`config.mk`:
```
export PLATFORM = sky130hd
export DESIGN_NAME = hazard_unit
export DESIGN_NICKNAME = d
export VERILOG_FILES = /design/src/rtl/hazard_unit.sv
export SDC_FILE = /design/constraint.sdc
export NUM_CORES = 1
export LEC_CHECK = 0
export BUFFER_PORTS_ARGS = -buffer_cell sky130_fd_sc_hd__clkbuf_2
export CORE_UTILIZATION = 30
export CTS_CLUSTER_DIAMETER = 50
export DETAILED_ROUTE_END_ITERATION = 12
export GPL_ROUTABILITY_DRIVEN = 0
export PLACE_DENSITY = 0.62
export SLEW_MARGIN = 20
export SYNTH_ARGS = -nofsm -noshare
export SYNTH_HDL_FRONTEND = slang
export SYNTH_SLANG_ARGS = --single-unit
export TNS_END_PERCENT = 100
```
`constraint.sdc`:
```
create_clock -name clk -period 6.2 [get_ports clk]
set_clock_uncertainty 0.15 [all_clocks]
set_input_delay 0.31 -clock clk [delete_from_list [all_inputs] [get_ports clk]]
set_output_delay 0.31 -clock clk [all_outputs]
set_load 0.05 [all_outputs]
```
`src/rtl/hazard_unit.sv`:
```
// Hazard unit: decode-stage stall/forward decisions from shadow copies of the
// D/E and E/M pipeline registers, plus a saturating stalled-cycle counter.
module hazard_unit (
  input  logic        clk,
  input  logic        reset,
  input  logic [4:0]  rs_D,
  input  logic [4:0]  rt_D,
  input  logic [5:0]  Tuse_D,
  input  logic [2:0]  Tnew_D,
  input  logic [4:0]  wr_D,
  output logic        stall_D,
  output logic        flush_E,
  output logic        fwd_rs_D,
  output logic        fwd_rt_D,
  output logic [1:0]  emf_sel,
  output logic [15:0] stall_cnt
);

  localparam int unsigned REG_W  = 5;
  localparam int unsigned TIME_W = 3;
  localparam int unsigned CNT_W  = 16;

  localparam logic [TIME_W-1:0] TUSE_NONE = 3'b111;
  localparam logic [1:0]        SEL_NONE  = 2'b00;
  localparam logic [1:0]        SEL_E     = 2'b01;
  localparam logic [1:0]        SEL_M     = 2'b10;
  localparam logic [CNT_W-1:0]  CNT_MAX   = 16'hFFFF;

  logic [REG_W-1:0]  e_wr, m_wr;
  logic [TIME_W-1:0] e_tnew, m_tnew;

  logic [3:0] res_rs, res_rt;
  logic       stall_rs, stall_rt, want_rs, want_rt;
  logic [1:0] stage_rs, stage_rt;
  logic       bus_conflict;

  // Resolve one source against the youngest matching stage.
  // Returns {stall, forward, stage[1:0]}.
  function automatic logic [3:0] resolve(
    input logic [REG_W-1:0]  addr,
    input logic [TIME_W-1:0] tuse,
    input logic [REG_W-1:0]  ewr,
    input logic [TIME_W-1:0] etn,
    input logic [REG_W-1:0]  mwr,
    input logic [TIME_W-1:0] mtn
  );
    logic              live;
    logic [TIME_W-1:0] tn;
    logic [1:0]        stg;
    logic              hit;
    live = (addr != '0) && (tuse != TUSE_NONE);
    hit  = 1'b0;
    tn   = '0;
    stg  = SEL_NONE;
    if (live && addr == ewr) begin
      hit = 1'b1;
      tn  = etn;
      stg = SEL_E;
    end else if (live && addr == mwr) begin
      hit = 1'b1;
      tn  = mtn;
      stg = SEL_M;
    end
    resolve = {hit && (tn > tuse), hit && (tn == '0), stg};
  endfunction

  // Zero-latency hazard decision from shadows and decode operands.
  always_comb begin
    res_rs       = resolve(rs_D, Tuse_D[5:3], e_wr, e_tnew, m_wr, m_tnew);
    res_rt       = resolve(rt_D, Tuse_D[2:0], e_wr, e_tnew, m_wr, m_tnew);
    stall_rs     = res_rs[3];
    want_rs      = res_rs[2];
    stage_rs     = res_rs[1:0];
    stall_rt     = res_rt[3];
    want_rt      = res_rt[2];
    stage_rt     = res_rt[1:0];
    bus_conflict = want_rs && want_rt && (stage_rs != stage_rt);

    stall_D  = stall_rs || stall_rt || bus_conflict;
    flush_E  = stall_D;
    fwd_rs_D = 1'b0;
    fwd_rt_D = 1'b0;
    emf_sel  = SEL_NONE;
    if (!stall_D) begin
      fwd_rs_D = want_rs;
      fwd_rt_D = want_rt;
      if (want_rs)      emf_sel = stage_rs;
      else if (want_rt) emf_sel = stage_rt;
    end
  end

  // Shadow pipeline advance; a stall inserts a bubble into E.
  always_ff @(posedge clk) begin
    if (reset) begin
      e_wr   <= '0;
      e_tnew <= '0;
      m_wr   <= '0;
      m_tnew <= '0;
    end else begin
      m_wr   <= e_wr;
      m_tnew <= (e_tnew == '0) ? '0 : e_tnew - TIME_W'(1);
      if (stall_D) begin
        e_wr   <= '0;
        e_tnew <= '0;
      end else begin
        e_wr   <= wr_D;
        e_tnew <= Tnew_D;
      end
    end
  end

  // Saturating count of stalled cycles.
  always_ff @(posedge clk) begin
    if (reset) begin
      stall_cnt <= '0;
    end else if (stall_D && stall_cnt != CNT_MAX) begin
      stall_cnt <= stall_cnt + CNT_W'(1);
    end
  end

endmodule

```
# After elaboration in Yosys (flattened, before gate mapping)
# Cells that the tools add are included.
[classes]
reduce_logical = 22
n_addsub = 2
n_eq_ne = 8
mux = 17
order_cmp = 2
[ops]
columns = ["cell", "count"]
rows = [
  ["== test 5 bit", 4],
  ["adder 16 x 1 -> 16 bit, second input constant", 1],
  ["!= test 16 bit, second input constant", 1],
  ["2-to-1 mux 2 bit", 7],
  ["logical AND 1 bit", 13],
  ["2-to-1 mux 3 bit", 4],
  ["nonzero test 5 bit", 2],
  ["zero test 3 bit", 3],
  ["greater-than comparator 3 bit", 2],
  ["2-to-1 mux 1 bit", 6],
  ["!= test 3 bit, second input constant", 2],
  ["OR reduction 2 bit", 2],
  ["subtractor 3 x 1 -> 3 bit, second input constant", 1],
  ["logical OR 1 bit", 2],
  ["!= test 2 bit", 1],
]
[word_totals]
output_inout_bits = 22
input_bits = 26
word_cells = 56
regBits = 32

# Longest topological paths before layout
# Gate-level depths: netlist (run 1).
[logic_depth]
ltp_word = 11
depth_mapped = 16
depth_no_buf = 14

# Worst setup path after synthesis (run 1)
# No wires, ideal clock.
[synth_timing]
path_type = "flip-flop to output port"
startpoint = "reg e_wr[0]"
endpoint = "out emf_sel[1]"
required_ns = 5.740
stages_incl_launch_ff = 14
path_buffers = 1
arrival_ns = 4.076
path_slack_ns = 1.664
cell_sequence = "dfxtp_1 > xnor2_1 > nand2_1 > nor4_2 > and2b_2 > a22o_2 > ha_1 > nor2b_1 > o21a_1 > o221ai_1 > nand2_1 > or2_2 > buf_2 > nor3b_1"
[synth_via]
elab_chain_cells = 9
word_cells_on_any_way = 26
cone_classes = "order compare: 2; eq/ne: 3; mux: 9; reduce/logical: 12"
[synth_lines]
columns = ["element", "line", "source"]
rows = [
  ["start, declared", "29", "logic [REG_W-1:0] e_wr, m_wr;"],
  ["start signal, assigned", "106", "e_wr <= wr_D;"],
  ["branches (longest 7 deep; another with greater-than comparator 3 bit)", "-", ""],
  ["logical OR 1 bit *", "79", "stall_D = stall_rs || stall_rt || bus_conflict;"],
  ["net flush_E", "12", "output logic flush_E,"],
  ["2-to-1 mux 2 bit *", "84", "if (!stall_D) begin"],
  ["end, declared", "15", "output logic [1:0] emf_sel,"],
]
# Mark *: on every way through the listed nets, which the timed path passes.

# Final worst setup path (run 1)
[layout_timing]
startpoint = "reg e_wr[1]"
endpoint = "out emf_sel[1]"
[layout_via]
elab_chain_cells = 9
word_cells_on_any_way = 26
cone_classes = "order compare: 2; eq/ne: 3; mux: 9; reduce/logical: 12"
[layout_lines]
columns = ["element", "line"]
rows = [
  ["branches (longest 8 deep; another with greater-than comparator 3 bit)", "-"],
  ["2-to-1 mux 2 bit *", "84"],
]
# Mark *: on every way between the ends.

==> impl_metrics.yaml, run 1 <==
timing:
  setup_ws_ps: 1790
  worst_slew_pin_slew_ps: 844
  setup_viol: 0
  rsz0062_at_grt: "false"
  finalSetupTns_ps: 0
  slew-limit-headroom_pct: 43.7
  min_period_ps: 4410
  fmax_ghz: 0.227
  fin_crit_sh_pct: 71.2
  whs_ps: 74.3
  hold_violations: 0
  finalMaxSlewViolations: 0
routing:
  wl_met1_mm: 2.01
  top_layer: "met4"
  met2WireLength_mm: 1.98
  vias: 1751
  met3WireLength_um: 231
  drc_errors: 0
  drt_iter0_drc: 50
  ant_nets: 0
  viasPerCell: 5.08
  drt-total-wl_mm: 4.29
  firstDrtPassIters: 4
  wire_per_inst_um: 12.4
global_routing:
  track_usage_pct: 13.9
  overflow: 0
  antenna_found_initial: 0
  grt_pass1_vias: 1607
  grt_pass1_wl_mm: 7.02
  grt_max_degree: 28
critical_path:
  slowest_stage: "nor4_2"
  crit_fanout: 10
  arrival_ps: 3950
  path_cells: "xnor2_1 > nand2_1 > nor4_2 > and2b_2 > a22o_2 > ha_1 > nor2b_1 > o21a_1 > o221ai_1 > nand2_1 > or2_2 > nor3b_1 > clkbuf_2"
  worstSetupPathType: "reg -> out"
  critPathMostFrequentCell: "nand2_1"
  cp.required_ps: 5740
  endpoint_kind: "primary output"
  crit_path_max_incr_delay_ps: 660
  crit_buf_inv: 1
  startpoint_type: "flop"
  cpLargestDelayFamily: "simple AND/OR/NAND/NOR gates"
cells_and_area:
  finalNonFillerCells: 345
  drive_gt1_share_pct: 27.4
  syn_to_final_growth_pct: 19.9
  nNetsFinal: 304
  diodes: 0
  design_area_um2: 2240
  utilization_pct: 37.6
synthesis:
  async_flop_share_pct: 0
  synth_cell_types: 43
  ys_warn_count: 0
  synth_top_area_cell: "dfxtp_1"
  ys_seq_elements: 32
  syn_area_um2: 1870
  synth_nets: 257
  synth_most_common_cell: "dfxtp_1"
  yosysTopAreaCellShare_pct: 34.3
  synth_ff_type: "dfxtp_1"
  synth-edff-count: 0
  synth_commonest_cells: "dfxtp_1, a21oi_1, nand3_1, nand2_1"
  synthTopCellsByArea: "dfxtp_1, xnor2_1, ha_1, a21oi_1, nand3_1"
  avgSynthCellArea_um2: 8.42
  synth_seq_area_share_pct: 34.3
  syn_inst: 222
power:
  power_leakage_nw: 0.922
  finalPower_mw: 0.438
  max-vdd-ir-drop_v: 0.0000977
  p_per_area_nw_per_um2: 195
floorplan:
  die_y_um: 80.9
  die_area_um2: 6550
  rows: 28
  start_util_pct: 31.4
  ios: 48
  core-area_um2: 5960
  die-width_um: 80.9
outcome:
  status: "finished, final reports clean"
clocking:
  cts_tree: "yes"
  cts_root_buffer: "clkbuf_8"
  clk_latency_ps: 280
  ctsHoldBuffers: 0
  cts_buffer_depth: 2
  cts_buffers: 5
  clkSlewWorstSetupHoldPaths_ps: 60
  post_cts_resize_count: 0
  htreeDepth: 2
  post_cts_buffers: 0
  cts_sinks: 32
hold_path:
  holdCritPathClass: "in -> reg"
placed_design:
  dp_hpwl_mm: 3.28
  io_buffers: 47
  placed_area_um2: 2150
  dpl_worst_slack_ps: 2070
  dp_cells: 337
flow_run:
  drv_cap: 0
-- worst register-to-register path, delay by kind of cell (launching register included) --
family                   cells  cell delay (ps)
adder cells (fa/ha/maj)      1              280
multiplexers                 1              300
flip-flops                   1              410
AO/OA/AOI/OAI                4             1220
XOR/XNOR                     1              140
AND/OR/NAND/NOR              6             1470
-- final cells by class --
cell class / count / area [µm²]
Sequential cell: 32 / 641
Clock inverter: 2 / 10.0
Fill cell: 641 / 3710
Multi-Input combinational cell: 173 / 1140
Tap cell: 75 / 93.8
Inverter: 10 / 37.5
Clock buffer: 6 / 82.6
Timing Repair Buffer: 47 / 235
-- metal layers --
| metal | up-vias | global-route usage [%] |
|---|---|---|
| li1 | 883 | - |
| met1 | 809 | 16.4 |
| met2 | 53 | 24.3 |
| met3 | 6 | 3.03 |
| met4 | 0 | 5.36 |
| met5 | - | 0 |
-- sequential cells by signal, summed over array words and instances (netlist names) --
signal	count
m_wr	5
stall_cnt	16
e_wr	5
e_tnew	3
m_tnew	3
-- layout by cell type, fill, tap and decap left out, types with 3 or more instances in the layout --
master,count
or4_1,4
inv_1,10
a21oi_1,17
xnor2_1,14
dfxtp_1,32
nor3_1,3
o21ai_2,3
or3_2,5
nor2_1,9
a22oi_1,3
ha_1,9
clkbuf_2,47
and2_1,9
nand4_1,3
nand3_1,16
or3_1,5
xor2_1,7
nand2_1,15
clkbuf_8,6
o21ai_0,14
nor4_1,4
nor2b_1,8
and3_1,3
-- final timing paths --
kind | cells after the start | endpoint | slack, ps | startpoint
hold reg to reg | 1 | m_tnew[0] | 350 | e_tnew[0]
hold / removal | 2 | e_tnew[0] | 70 | Tnew_D[0]
setup reg to reg | 13 | stall_cnt[13] | 2110 | e_wr[1]
setup / recovery | 13 | emf_sel[1] | 1790 | e_wr[1]
-- cell families (layout without fill, tap and decap cells) --
group / after synthesis / count (layout) / synth area share, %
AOI/OAI and AO/OA: 48 / 48 / 16.0
xor gates and xnor gates: 21 / 21 / 9.84
adders and majority gates: 9 / 9 / 6.02
buffers and inverters: 17 / 65 / 4.69
DFF: 32 / 32 / 34.3
muxes: 1 / 1 / 0.602
and+or+nand+nor: 94 / 94 / 28.6
-- where the power goes --
| group | switching [mW] | internal, mW |
|---|---|---|
| combinational | 0.0314 | 0.0246 |
| clock | 0.0752 | 0.0884 |
| sequential | 0.00636 | 0.212 |
| total | 0.113 | 0.325 |
Note: power is estimated with default switching activity, not from simulation.
==> run 2: changes to the inputs <==
--- a/config.mk
+++ b/config.mk
@@ -5,12 +5,13 @@
 export SDC_FILE = /design/constraint.sdc
 export NUM_CORES = 1
 export LEC_CHECK = 0
+export ABC_AREA = 1
 export BUFFER_PORTS_ARGS = -buffer_cell sky130_fd_sc_hd__clkbuf_2
 export CORE_UTILIZATION = 30
 export CTS_CLUSTER_DIAMETER = 50
 export DETAILED_ROUTE_END_ITERATION = 12
 export GPL_ROUTABILITY_DRIVEN = 0
-export PLACE_DENSITY = 0.62
+export PLACE_DENSITY = 0.61
 export SLEW_MARGIN = 20
 export SYNTH_ARGS = -nofsm -noshare
 export SYNTH_HDL_FRONTEND = slang
==> constraint.sdc (replaced) <==
create_clock -name clk -period 4.6 [get_ports clk]
set_clock_uncertainty 0.15 [all_clocks]
set_input_delay 0.23 -clock clk [delete_from_list [all_inputs] [get_ports clk]]
set_output_delay 0.23 -clock clk [all_outputs]
set_load 0.05 [all_outputs]
==> impl_metrics.yaml, run 2 <==
hold_path:
  min_path_cells: 2
  hold_start: "wr_D[1]"
  holdCritPathClass: "in -> reg"
placed_design:
  dp_hpwl_mm: 4.20
  io_buffers: 47
cells_and_area:
  multiInputGateArea_um2: 1360
  syn_to_final_growth_pct: 17.3
  drive_gt1_share_pct: 17.4
  top_regs: "stall_cnt: 16 flops, e_wr: 5 flops, m_wr: 5 flops"
  fill_cells: 830
  largest-register: "stall_cnt"
  seqCellArea_um2: 641
  largest_reg_flops: 16
  diodes: 0
  layout_commonest_cell: "nand2_1"
  mostFrequentLayoutCells: "nand2_1, inv_1, nor2_1, clkbuf_2, nand3_1"
  nNetsFinal: 443
floorplan:
  ios: 48
  start_util_pct: 31.1
  die-width_um: 88.9
  die_y_um: 88.9
  die_area_um2: 7900
  core-area_um2: 7290
  rows: 31
synthesis:
  async_flop_share_pct: 0
  synth_most_common_cell: "nand2_1"
  synth_top_area_cell: "dfxtp_1"
  avgSynthCellArea_um2: 6.26
  synth-edff-count: 0
  synth_commonest_cells: "nand2_1, inv_1, nor2_1, nand3_1, dfxtp_1"
  synth_ff_type: "dfxtp_1"
  yosysTopAreaCellShare_pct: 28.3
  ys_seq_elements: 32
  syn_area_um2: 2270
  synthTopCellsByArea: "dfxtp_1, nand2_1, nand3_1, inv_1, nor2_1"
  synth_cell_types: 31
  synth_seq_area_share_pct: 28.3
  ys_warn_count: 0
  syn_inst: 362
  synth_nets: 397
timing:
  finalMaxSlewViolations: 0
  fin_crit_sh_pct: 77.9
  finalSetupTns_ps: 0
  whs_ps: 39.0
  setup_viol: 0
  rsz0062_at_grt: "false"
  hold_violations: 0
  slew-limit-headroom_pct: 63.3
  min_period_ps: 3580
  fmax_ghz: 0.279
  worst_slew_pin_slew_ps: 548
critical_path:
  crit_fanout: 42
  crit_buf_inv: 5
  critPathMostFrequentCell: "nand2_1"
  startpoint_type: "flop"
  cpLargestDelayFamily: "simple AND/OR/NAND/NOR gates"
  slowest_stage: "dfxtp_1"
  cp.required_ps: 4220
  startpoint: "e_wr[4]"
  crit_path_max_incr_delay_ps: 340
  r2r_slack_ps: 1650
  worstSetupPathType: "reg -> out"
  path_cells: "inv_1 > nand2_1 > nand2_1 > nand2_1 > nor2_2 > nand2_1 > nor2_2 > nand2_1 > nand2_1 > inv_1 > ha_1 > inv_1 > nor2_1 > o21a_1 > o21ai_0 > o21ai_0 > inv_1 > nand2_4 > nor3_1 > clkbuf_2"
  endpoint_kind: "primary output"
  rr_worst_depth: 22
  r2r-start: "e_wr[4]"
  path_depth: 20
  crit_path_end: "emf_sel[0]"
  arrival_ps: 3200
  rr_endpoint: "stall_cnt[13]"
routing:
  vias: 2292
  viasPerCell: 4.52
  drc_errors: 0
  drt_iter0_drc: 67
  ant_nets: 0
  wire_per_inst_um: 10.7
  firstDrtPassIters: 4
  drt-total-wl_mm: 5.40
clocking:
  cts_tree: "yes"
  cts_sinks: 32
  post_cts_buffers: 0
  clk_latency_ps: 280
  cts_root_buffer: "clkbuf_8"
  htreeDepth: 2
  clkSlewWorstSetupHoldPaths_ps: 70
  cts_buffers: 5
  cts_buffer_depth: 2
  ctsHoldBuffers: 0
  post_cts_resize_count: 0
power:
  max-vdd-ir-drop_v: 0.000148
  power_leakage_nw: 1.37
  p_per_area_nw_per_um2: 242
global_routing:
  antenna_found_initial: 0
  grt_max_degree: 43
  grt_pass1_wl_mm: 9.04
  track_usage_pct: 14.8
  overflow: 0
  grt_pass1_vias: 2074
flow_run:
  drv_cap: 0
outcome:
  status: "finished, final reports clean"
-- run 2: changes by cell type in the layout (fill, tap and decap cells not counted), sizes merged, moves of 8 or more --
cell,before,now
or3,10,0
nor2,10,54
xnor2,14,6
nand3,16,42
o21ai,17,5
inv,10,53
nand2,15,103
and2,10,0
-- run 2: cell families (layout without fill, tap and decap cells) --
kind of cell / after synthesis / after routing / share of synthesized area [%]
and+or+nand+nor: 224 / 224 / 45.1
buffers and inverters: 61 / 107 / 11.5
DFF: 32 / 32 / 28.3
AOI/OAI and AO/OA: 24 / 24 / 5.47
xor gates and xnor gates: 12 / 12 / 4.64
adders and majority gates: 9 / 9 / 4.97
-- run 2: power breakdown --
group / switching [mW] / internal [mW] / total [mW]
Sequential: 0.00838 / 0.287 / 0.295
Clock: 0.105 / 0.133 / 0.238
Combinational: 0.0713 / 0.0397 / 0.111
-- run 2: through the flow --
step	setup slack (ps)	power [mW]	util [%]	std cells	cell area, µm²
after detailed placement	1250	0.413	35.1	500	2560
final	1020	0.644	36.5	507	2660
after global placement	1280	0.411	35.1	500	2560
after CTS	953	0.652	36.5	507	2660
after global routing	543	0.680	36.5	507	2660
after floorplan	955	0.379	-	362	2270
-- run 2: final cells by class --
type                            instances  area share (%)
Sequential cell                        32            24.1
Tap cell                               99            4.66
Inverter                               53            7.48
Clock buffer                            7            3.62
Timing Repair Buffer                   47            8.85
Multi-Input combinational cell        269            51.3
-- run 2: worst min-delay path by stage --
stage | slack [ps] | to
2_1_floorplan | 160 | e_tnew[0]
3_3_place_gp | 300 | m_wr[3]
3_5_place_dp | 300 | m_tnew[0]
4_1_cts | 30 | e_wr[4]
5_1_grt | 40 | e_wr[4]
6_report | 40 | e_wr[1]
-- run 2: per-layer routing --
layer  share of wire [%]  track usage [%]  up-vias
met5                   0                0        -
met4                 1.2             4.84        0
met3                 4.6             2.59        8
met2                  46             25.5       47
met1                  48             18.8     1007
li1                    -                -     1230
